## config.mk

```make
export PLATFORM = sky130hd
export DESIGN_NAME = mc_controller
export DESIGN_NICKNAME = d
export VERILOG_FILES = /design/src/rtl/mc_pkg.sv /design/src/rtl/mc_decoder.sv /design/src/rtl/mc_controller.sv
export SDC_FILE = /design/constraint.sdc
export NUM_CORES = 1
export LEC_CHECK = 0
export CAP_MARGIN = 20
export CORE_ASPECT_RATIO = 0.6
export CORE_UTILIZATION = 50
export DETAILED_ROUTE_END_ITERATION = 6
export GPL_TIMING_DRIVEN = 0
export PLACE_DENSITY = 0.95
export SYNTH_ARGS = -nofsm -noshare
export SYNTH_HDL_FRONTEND = slang
export SYNTH_SLANG_ARGS = --single-unit
export TNS_END_PERCENT = 30
```

## constraint.sdc

```tcl
create_clock -name clk -period 2.65 [get_ports clk]
set_clock_uncertainty 0.15 [all_clocks]
set_input_delay 0.53 -clock clk [delete_from_list [all_inputs] [get_ports clk]]
set_output_delay 0.53 -clock clk [all_outputs]
set_load 0.01 [all_outputs]
```

## src/rtl/mc_pkg.sv

```systemverilog
// Shared state, instruction-class and field definitions for the multicycle controller.
package mc_pkg;

  typedef enum logic [2:0] {
    ST_FETCH,
    ST_DECODE,
    ST_EXEC,
    ST_MEM,
    ST_WB,
    ST_HALT
  } state_e;

  typedef enum logic [2:0] {
    CLS_ALU_R,
    CLS_ALU_I,
    CLS_LOAD,
    CLS_STORE,
    CLS_BRANCH,
    CLS_JMP,
    CLS_HALT,
    CLS_RSVD
  } ins_class_e;

  localparam int OP_HI   = 18;
  localparam int OP_LO   = 14;
  localparam int FUNC_HI = 16;
  localparam int FUNC_LO = 14;

  localparam logic [1:0] GRP_ALU_R  = 2'b00;
  localparam logic [1:0] GRP_ALU_I  = 2'b01;
  localparam logic [2:0] GRP_MEM    = 3'b100;
  localparam logic [2:0] GRP_BRANCH = 3'b101;
  localparam logic [2:0] GRP_JMP    = 3'b110;
  localparam logic [2:0] GRP_HALT   = 3'b111;

  localparam logic [1:0] MEM_LOAD  = 2'b00;
  localparam logic [1:0] MEM_STORE = 2'b01;

  localparam logic [1:0] BR_Z  = 2'b00;
  localparam logic [1:0] BR_NZ = 2'b01;
  localparam logic [1:0] BR_C  = 2'b10;
  localparam logic [1:0] BR_NC = 2'b11;

  localparam logic [2:0] ALU_ADD   = 3'b000;
  localparam logic [2:0] FUNC_RSVD = 3'b111;

endpackage

```

## src/rtl/mc_decoder.sv

```systemverilog
// Combinational instruction classifier: maps opcode bits ir[18:14] to a class and
// resolves the branch condition against the committed Z/C flags.
module mc_decoder
  import mc_pkg::*;
(
  input  logic [4:0]  op_i,
  input  logic        z_i,
  input  logic        c_i,
  output ins_class_e  cls_o,
  output logic        taken_o
);

  always_comb begin
    cls_o   = CLS_RSVD;
    taken_o = 1'b0;
    if (op_i[4:3] == GRP_ALU_R || op_i[4:3] == GRP_ALU_I) begin
      if (op_i[2:0] != FUNC_RSVD) begin
        if (op_i[4:3] == GRP_ALU_R) cls_o = CLS_ALU_R;
        else                        cls_o = CLS_ALU_I;
      end
    end else begin
      case (op_i[4:2])
        GRP_MEM: begin
          if (op_i[1:0] == MEM_LOAD)       cls_o = CLS_LOAD;
          else if (op_i[1:0] == MEM_STORE) cls_o = CLS_STORE;
        end
        GRP_BRANCH: begin
          cls_o = CLS_BRANCH;
          case (op_i[1:0])
            BR_Z:    taken_o = z_i;
            BR_NZ:   taken_o = !z_i;
            BR_C:    taken_o = c_i;
            default: taken_o = !c_i;
          endcase
        end
        GRP_JMP:  cls_o = CLS_JMP;
        GRP_HALT: cls_o = CLS_HALT;
        default:  cls_o = CLS_RSVD;
      endcase
    end
  end

endmodule

```

## src/rtl/mc_controller.sv

```systemverilog
// Multicycle control unit: PC, IR, Z/C flags and the FETCH/DECODE/EXEC/MEM/WB sequencer.
// Define MC_CTRL_TRAP_EN to trap reserved encodings to TRAP_VECTOR instead of running them as NOPs.
module mc_controller
  import mc_pkg::*;
#(
  parameter int              PC_W        = 12,
  parameter int              INS_W       = 19,
  parameter logic [PC_W-1:0] TRAP_VECTOR = 12'hFF0
) (
  input  logic             clk,
  input  logic             rst_n,
  output logic [PC_W-1:0]  imem_addr,
  input  logic [INS_W-1:0] imem_ins,
  output logic [INS_W-1:0] ir,
  output logic [2:0]       alu_op,
  output logic             alu_src_imm,
  output logic             carry_in,
  input  logic             alu_zero,
  input  logic             alu_carry,
  output logic             reg_write,
  output logic             wb_sel_mem,
  output logic             dmem_req,
  output logic             dmem_we,
  input  logic             dmem_ready,
  output logic             halted,
  output logic             illegal
);

`ifdef MC_CTRL_TRAP_EN
  localparam bit TRAP_EN = 1'b1;
`else
  localparam bit TRAP_EN = 1'b0;
`endif

  state_e           state_q, state_d;
  logic [PC_W-1:0]  pc_q, pc_d;
  logic [INS_W-1:0] ir_q, ir_d;
  logic             zFlag_q, zFlag_d, cFlag_q, cFlag_d;
  logic             zPend_q, zPend_d, cPend_q, cPend_d;
  logic             illegal_q, illegal_d;
  ins_class_e       insClass;
  logic             brTaken;
  logic             isAlu;

  mc_decoder u_decoder (
    .op_i    (ir_q[OP_HI:OP_LO]),
    .z_i     (zFlag_q),
    .c_i     (cFlag_q),
    .cls_o   (insClass),
    .taken_o (brTaken)
  );

  assign isAlu     = (insClass == CLS_ALU_R) || (insClass == CLS_ALU_I);
  assign imem_addr = pc_q;
  assign ir        = ir_q;
  assign carry_in  = cFlag_q;
  assign illegal   = illegal_q;

  always_comb begin
    state_d     = state_q;
    pc_d        = pc_q;
    ir_d        = ir_q;
    zFlag_d     = zFlag_q;
    cFlag_d     = cFlag_q;
    zPend_d     = zPend_q;
    cPend_d     = cPend_q;
    illegal_d   = illegal_q;
    alu_op      = ALU_ADD;
    alu_src_imm = 1'b0;
    reg_write   = 1'b0;
    wb_sel_mem  = 1'b0;
    dmem_req    = 1'b0;
    dmem_we     = 1'b0;
    halted      = 1'b0;
    case (state_q)
      ST_FETCH: begin
        ir_d    = imem_ins;
        pc_d    = pc_q + PC_W'(1);
        state_d = ST_DECODE;
      end
      ST_DECODE: begin
        state_d = ST_FETCH;
        case (insClass)
          CLS_BRANCH: if (brTaken) pc_d = ir_q[PC_W-1:0];
          CLS_JMP:    pc_d = ir_q[PC_W-1:0];
          CLS_HALT:   state_d = ST_HALT;
          CLS_ALU_R, CLS_ALU_I, CLS_LOAD, CLS_STORE: state_d = ST_EXEC;
          default: begin
            if (TRAP_EN) begin
              pc_d      = TRAP_VECTOR;
              illegal_d = 1'b1;
            end
          end
        endcase
      end
      // Memory ops use the ALU as an ADD address generator with the immediate offset.
      ST_EXEC: begin
        alu_src_imm = (insClass != CLS_ALU_R);
        if (isAlu) begin
          alu_op  = ir_q[FUNC_HI:FUNC_LO];
          zPend_d = alu_zero;
          cPend_d = alu_carry;
          state_d = ST_WB;
        end else begin
          state_d = ST_MEM;
        end
      end
      ST_MEM: begin
        dmem_req = 1'b1;
        dmem_we  = (insClass == CLS_STORE);
        if (dmem_ready) begin
          if (insClass == CLS_STORE) state_d = ST_FETCH;
          else                       state_d = ST_WB;
        end
      end
      ST_WB: begin
        reg_write = 1'b1;
        state_d   = ST_FETCH;
        if (insClass == CLS_LOAD) begin
          wb_sel_mem = 1'b1;
        end else begin
          zFlag_d = zPend_q;
          cFlag_d = cPend_q;
        end
      end
      ST_HALT: halted = 1'b1;
      default: state_d = ST_FETCH;
    endcase
  end

  always_ff @(posedge clk or negedge rst_n) begin
    if (!rst_n) begin
      state_q   <= ST_FETCH;
      pc_q      <= '0;
      ir_q      <= '0;
      zFlag_q   <= 1'b0;
      cFlag_q   <= 1'b0;
      zPend_q   <= 1'b0;
      cPend_q   <= 1'b0;
      illegal_q <= 1'b0;
    end else begin
      state_q   <= state_d;
      pc_q      <= pc_d;
      ir_q      <= ir_d;
      zFlag_q   <= zFlag_d;
      cFlag_q   <= cFlag_d;
      zPend_q   <= zPend_d;
      cPend_q   <= cPend_d;
      illegal_q <= illegal_d;
    end
  end

endmodule

```

==> results of run 1 <==
state kept, by name, summed over array words and instances, names as in the netlist:
register   cells
zPend_q        1
cPend_q        1
state_q        3
zFlag_q        1
imem_addr     12
ir            19
carry_in       1
power breakdown:
part	switching (uW)	total, uW	internal (uW)	leakage (uW)
Sequential	347	1230	883	0.000452
Combinational	1090	2240	1140	0.000692
Clock	215	617	402	0.0000714
Total	1650	4080	2430	0.00121
cell type report:
| class | instances | area (um2) |
|---|---|---|
| well taps | 47 | 58.8 |
| clock buffers | 6 | 82.6 |
| multi-input cells | 138 | 1050 |
| inverters | 4 | 15.0 |
| flip-flops and latches | 38 | 952 |
| fillers | 239 | 856 |
| plain buffers | 12 | 70.1 |
| repair buffers | 66 | 646 |
| clock inverters | 2 | 60.1 |
worst max-delay path by stage:
stage,end,slack (ps),startpoint
final,alu_op[1],80,ir[16]
after global routing,alu_op[1],-2,ir[16]
after CTS,alu_src_imm,100,state_q[0]
after detailed placement,alu_op[1],20,ir[14]
after global placement,alu_op[1],30,ir[14]
after floorplan,wb_sel_mem,620,ir[17]
cell families (layout without fill, tap and decap cells):
family,after synthesis,after routing,synth area share (%)
fa+ha+maj,1,1,0.611
other cells,1,1,0.183
flops,38,38,46.4
compound gates,50,50,18.1
simple gates,60,60,16.2
buf+inv,17,90,4.15
mux,26,26,14.4
placed cells by master, fill, tap and decap left out, types with 3 or more instances in the layout:
| master | instances |
|---|---|
| nor2_1 | 14 |
| clkdlybuf4s50_1 | 59 |
| a31oi_1 | 5 |
| dlygate4sd2_1 | 4 |
| o21ai_1 | 3 |
| buf_2 | 5 |
| a21oi_1 | 4 |
| dfrtp_1 | 37 |
| nor3b_1 | 3 |
| nand2_1 | 11 |
| o22ai_1 | 5 |
| and3_1 | 3 |
| buf_4 | 6 |
| a41oi_1 | 3 |
| a2111oi_0 | 3 |
| a221oi_1 | 3 |
| clkbuf_8 | 6 |
| a22oi_1 | 7 |
| mux2_2 | 23 |
| and2_1 | 6 |
| nand3_1 | 6 |
| o21ai_0 | 6 |
| inv_1 | 4 |
metrics by stage:
stage | worst slack, ps | utilization (%) | total power [uW] | instance area [um2] | hold WS, ps
after detailed placement | 16.1 | 72.4 | 3340 | 2740 | 341
after floorplan | 619 | - | 2400 | 2050 | 84.4
after global routing | -1.91 | 77.4 | 4290 | 2930 | 255
final | 77.5 | 77.4 | 4080 | 2930 | 165
after global placement | 27.3 | 72.6 | 3240 | 2750 | 339
after CTS | 104 | 77.3 | 4030 | 2930 | 219
routing by layer:
metal,GRT usage [%],vias to the layer above,part of all wire [%]
li1,-,868,-
met1,41.6,934,43
met2,41.9,118,45
met3,6.98,12,10
met4,9.60,0,1.6
met5,0,-,0
worst max-delay path: stages (launching register included):
cell and delay, ps:
dfrtp_1 390, clkbuf_4 200, a31o_4 260, nor3_4 280, and2_1 190, dlygate4sd2_1 260
what timing repair did:
item,4_1_cts,5_1_grt
hold buffers,0,0
resized for setup,11,1
hold endpoints to repair,0,0
pin swaps,1,1
setup endpoints to repair,6,2
cloned,0,0
setup buffers,2,0
==> out/qor.yml, run 1 <==
status: "finished, final reports clean"
core_area_mm2: 0.00379
setup_viol: 0
gp_congestion: 0.870
grt_pass1_wl_mm: 9.25
fin_nets: 290
seq_area_frac_synth_pct: 46.4
numCtsBuffers: 5
drive_gt1_share_pct: 20.7
wl_per_cell_um: 18.7
syn_inst: 193
fin_tns_setup_ps: 0
dr.pass1.iters: 6
synth_area_leaders: "dfrtp_1 46%, mux2_2 13%, a22oi_1 2.6%, nor2_1 2.6%, nand2_1 2.0%"
grt_pass1_vias: 1763
synthFlopType: "dfrtp_1"
synth-seq-cells: 38
crit_type: "flip-flop to output port"
overflow: 0
die_w_um: 84.6
io_pins: 66
r2r_cells: 5
grt_usage_pct: 28.5
hold_viol: 0
antenna_left: 0
r2r_start: "ir[17]"
io_buffers: 64
synth.avg_cell_area_um2: 10.6
synth_async_sr_flop_share_pct: 100
synth.most_common_cell: "dfrtp_1"
cts.reportedPaths.clkPinSlew_ps: 80
fp-row-count: 17
cts_max_level: 2
netlist_top_cells_count: "38 x dfrtp_1, 23 x mux2_2, 14 x nor2_1"
stdcell_count: 313
start_util_pct: 54.1
period_minus_slack_ps: 2570
drt-total-wl_mm: 5.86
rrSetupSlack_ps: 330
syn_nets: 218
yosys_warnings: 0
grt_max_degree: 39
synth_top_area_share_pct: 46.4
arrival_ps: 1890
final_max_slew_viol_count: 0
finalCritPeriodShare_pct: 97.1
start_kind: "flip-flop"
fp.dieArea_mm2: 0.00436
max-slew-margin-rel_pct: 43.9
ir_drop_v: 0.000707
insertion_delay_ps: 300
synth_cell_types: 47
regToRegEndpoint: "imem_addr[0]"
cts_sinks: 38
cts_tree: "built"
worst_pin_slew_ps: 841
critical_path.max_fanout: 10
diodes: 0
holdCritPathClass: "primary input to async pin"
drc: 0
clock_path_buffers: 2
fmax_ghz: 0.389
vias_per_cell: 6.17
powerDensity_mw_per_mm2: 1390
vias: 1932
die_h_um: 51.6
dp_hpwl_mm: 4.02
synth_area_mm2: 0.00205
place_inst: 304
worstPathRequired_ps: 1970
antenna_found_initial: 0
cap_viol_max_count: 0
synth_top_cell_by_area: "dfrtp_1"
drt-initial-drc-count: 297
cts_root_buf: "clkbuf_8"
leakage_uw: 0.00121
area_delta_synth_final_pct: 43.1
synth_edf_count: 0
end_kind: "output port"
(Power assumes the default switching activity.)
==> run 2: changes to the inputs <==
- GPL_ROUTABILITY_DRIVEN: not set -> 0
==> results of run 2 <==
The final DEF is identical to that of run 1; final timing and power are the same.
==> run 3: changes to the inputs <==
- CORE_ASPECT_RATIO: 0.6 -> not set
- SKIP_LAST_GASP: not set -> 1
==> out/qor.yml, run 3 (synthesized netlist as in run 1, its figures left out) <==
io_pins: 66  # unchanged
vias: 1979  # +2.4%
finalCritPeriodShare_pct: 104  # +6.7 points
leakage_uw: 0.00125  # +2.9%
die_w_um: 66.0  # -22%
crit_type: "flip-flop to output port"
core_area_mm2: 0.00380  # +0.33%
grt_max_degree: 39  # unchanged
cts_sinks: 38  # unchanged
dpl_cell_area_mm2: 0.00274  # about the same
dp_hpwl_mm: 3.86  # -4.1%
diodes: 0  # unchanged
dr.pass1.iters: 4  # -2
fp-row-count: 22  # +5
cap_viol_max_count: 0  # unchanged
use_met2_pct: 48.0  # +6.1 points
antenna_left: 0  # unchanged
switching_share_pct: 40.4  # -0.10 points
overflow: 0  # unchanged
fin_area_mm2: 0.00298  # +1.6%
max-slew-margin-rel_pct: 43.9  # -0.072 points
pwr-share-comb_pct: 55.1  # +0.3 points
drive_gt1_share_pct: 22.7  # +2.0 points
insertion_delay_ps: 300  # about the same
internal_power_uw: 2430  # about the same
r2r_start: "ir[16]"
numCtsBuffers: 5  # unchanged
crit_path_max_incr_delay_ps: 530  # +140 ps
io_buffers: 64  # unchanged
total_power_uw: 4080  # -0.11%
fin_nets: 297  # +2.4%
powerDensity_mw_per_mm2: 1370  # -1.7%
antenna_found_initial: 0  # unchanged
layout_common_cells: "61 x clkdlybuf4s50_1, 37 x dfrtp_1, 23 x mux2_2"
setup_viol: 2  # +2
drt-initial-drc-count: 249  # -16%
cts.reportedPaths.clkPinSlew_ps: 80  # about the same
p_switching_uw: 1650  # -0.36%
arrival_ps: 2070  # +180 ps
hold_viol: 0  # unchanged
top_usage_layer: "met2"
final_max_slew_viol_count: 0  # unchanged
die_h_um: 66.0  # +28%
path_buf_inv: 2  # unchanged
fp.dieArea_mm2: 0.00436  # -0.18%
worst_pin_slew_ps: 842  # +1.08 ps
grtUsageMet1_pct: 39.1  # -2.5 points
wl_per_cell_um: 18.4  # -1.7%
worstPathRequired_ps: 1970  # about the same
grt_usage_pct: 30.2  # +1.6 points
startpoint: "ir[16]"
place_inst: 305  # +0.33%
final_util_pct: 78.4  # +0.96 points
drc: 0  # unchanged
stdcell_count: 321  # +2.6%
postCtsHoldBufs: 0  # unchanged
start_util_pct: 53.9  # -0.18 points
p_clk_share_pct: 14.9  # -0.2 points
violations: "negative setup slack"
grt_util_met3_pct: 8.79  # +1.8 points
status: "complete, but fails checks"
critical_path.max_fanout: 10  # unchanged
cts_max_level: 2  # unchanged
start_kind: "flip-flop"
clock_path_buffers: 2  # unchanged
grt_pass1_wl_mm: 9.62  # +4.0%
end_kind: "output port"
path_delay_family: "buffers and inverters"
fin_ws_ps: -100  # -178 ps
holdCritPathClass: "primary input to async pin"
pre_cts_ws_ps: 39.2  # +23.1 ps
cts_tree: "built"
cts_root_buf: "clkbuf_8"
crit_slowest_cell: "clkdlybuf4s50_1"
period_minus_slack_ps: 2750  # +178 ps
vias_per_cell: 6.17  # -0.12%
grt_pass1_vias: 1898  # +7.7%
rsz0062_at_grt: "yes"
p_seq_share_pct: 30.0  # about the same
layout_commonest_cell: "clkdlybuf4s50_1"
area_delta_synth_final_pct: 45.3
ir_drop_v: 0.000831  # +17%
crit_chain: "buf_2, a31o_2, nor3_4, and2_1, clkdlybuf4s50_1"
drt-total-wl_mm: 5.91  # +0.85%
fmax_ghz: 0.364  # -6.5%
largest_reg_flops: 19  # unchanged
==> run 3: through the flow <==
step	setup TNS, ps	hold slack [ps]
after CTS	-328	203
final	-136	174
after global routing	-415	231
after detailed placement	0	350
after floorplan	0	84.4
after global placement	0	338
==> run 3: final timing paths <==
kind	endpoint	slack (ps)	depth (start not counted)
hold reg to reg	carry_in	370	1
setup reg to reg	zPend_q	360	10
hold / removal	ir[15]	170	1
setup / recovery	alu_op[2]	-100	5
min in group clk	carry_in	370	1
max in group asynchronous	ir[14]	1590	1
==> run 3: timing repair <==
action | in CTS | in global routing
pin swaps | 1 | 1
cloned | 0 | 0
endpoints found under the setup margin | 6 | 6
resized for setup | 5 | 2
setup buffers | 8 | 2
==> run 3: worst register-to-register path, stage by stage (launching register included) <==
cell	delay [ps]
dfrtp_1	380
buf_2	180
a31o_2	270
nor3_4	240
buf_4	160
buf_4	90
buf_4	80
buf_4	90
buf_4	90
buf_4	110
mux2_2	340
==> run 3: layer usage <==
| layer | wire length [um] | part of all wire [%] | up-vias |
|---|---|---|---|
| met5 | 0 | 0 | - |
| met4 | 121 | 2.0 | 0 |
| met3 | 439 | 7.4 | 18 |
| met2 | 2980 | 50 | 125 |
| met1 | 2370 | 40 | 952 |
| li1 | - | - | 884 |
==> run 3: power by group through the flow <==
stage | clock [uW] | sequential [uW] | combinational, uW
6_report | 607 | 1220 | 2250
5_1_grt | 646 | 1270 | 2400
4_1_cts | 603 | 1190 | 2200
3_5_place_dp | 0 | 1170 | 2130
3_3_place_gp | 0 | 1160 | 2070
2_1_floorplan | 0 | 1230 | 1180
==> run 3: cell type report <==
class,count,area [um2]
flip-flops and latches,38,952
clock inverters,3,68.8
repair buffers,74,712
multi-input cells,138,1040
inverters,4,15.0
well taps,48,60.1
plain buffers,11,62.6
fillers,240,822
clock buffers,5,68.8
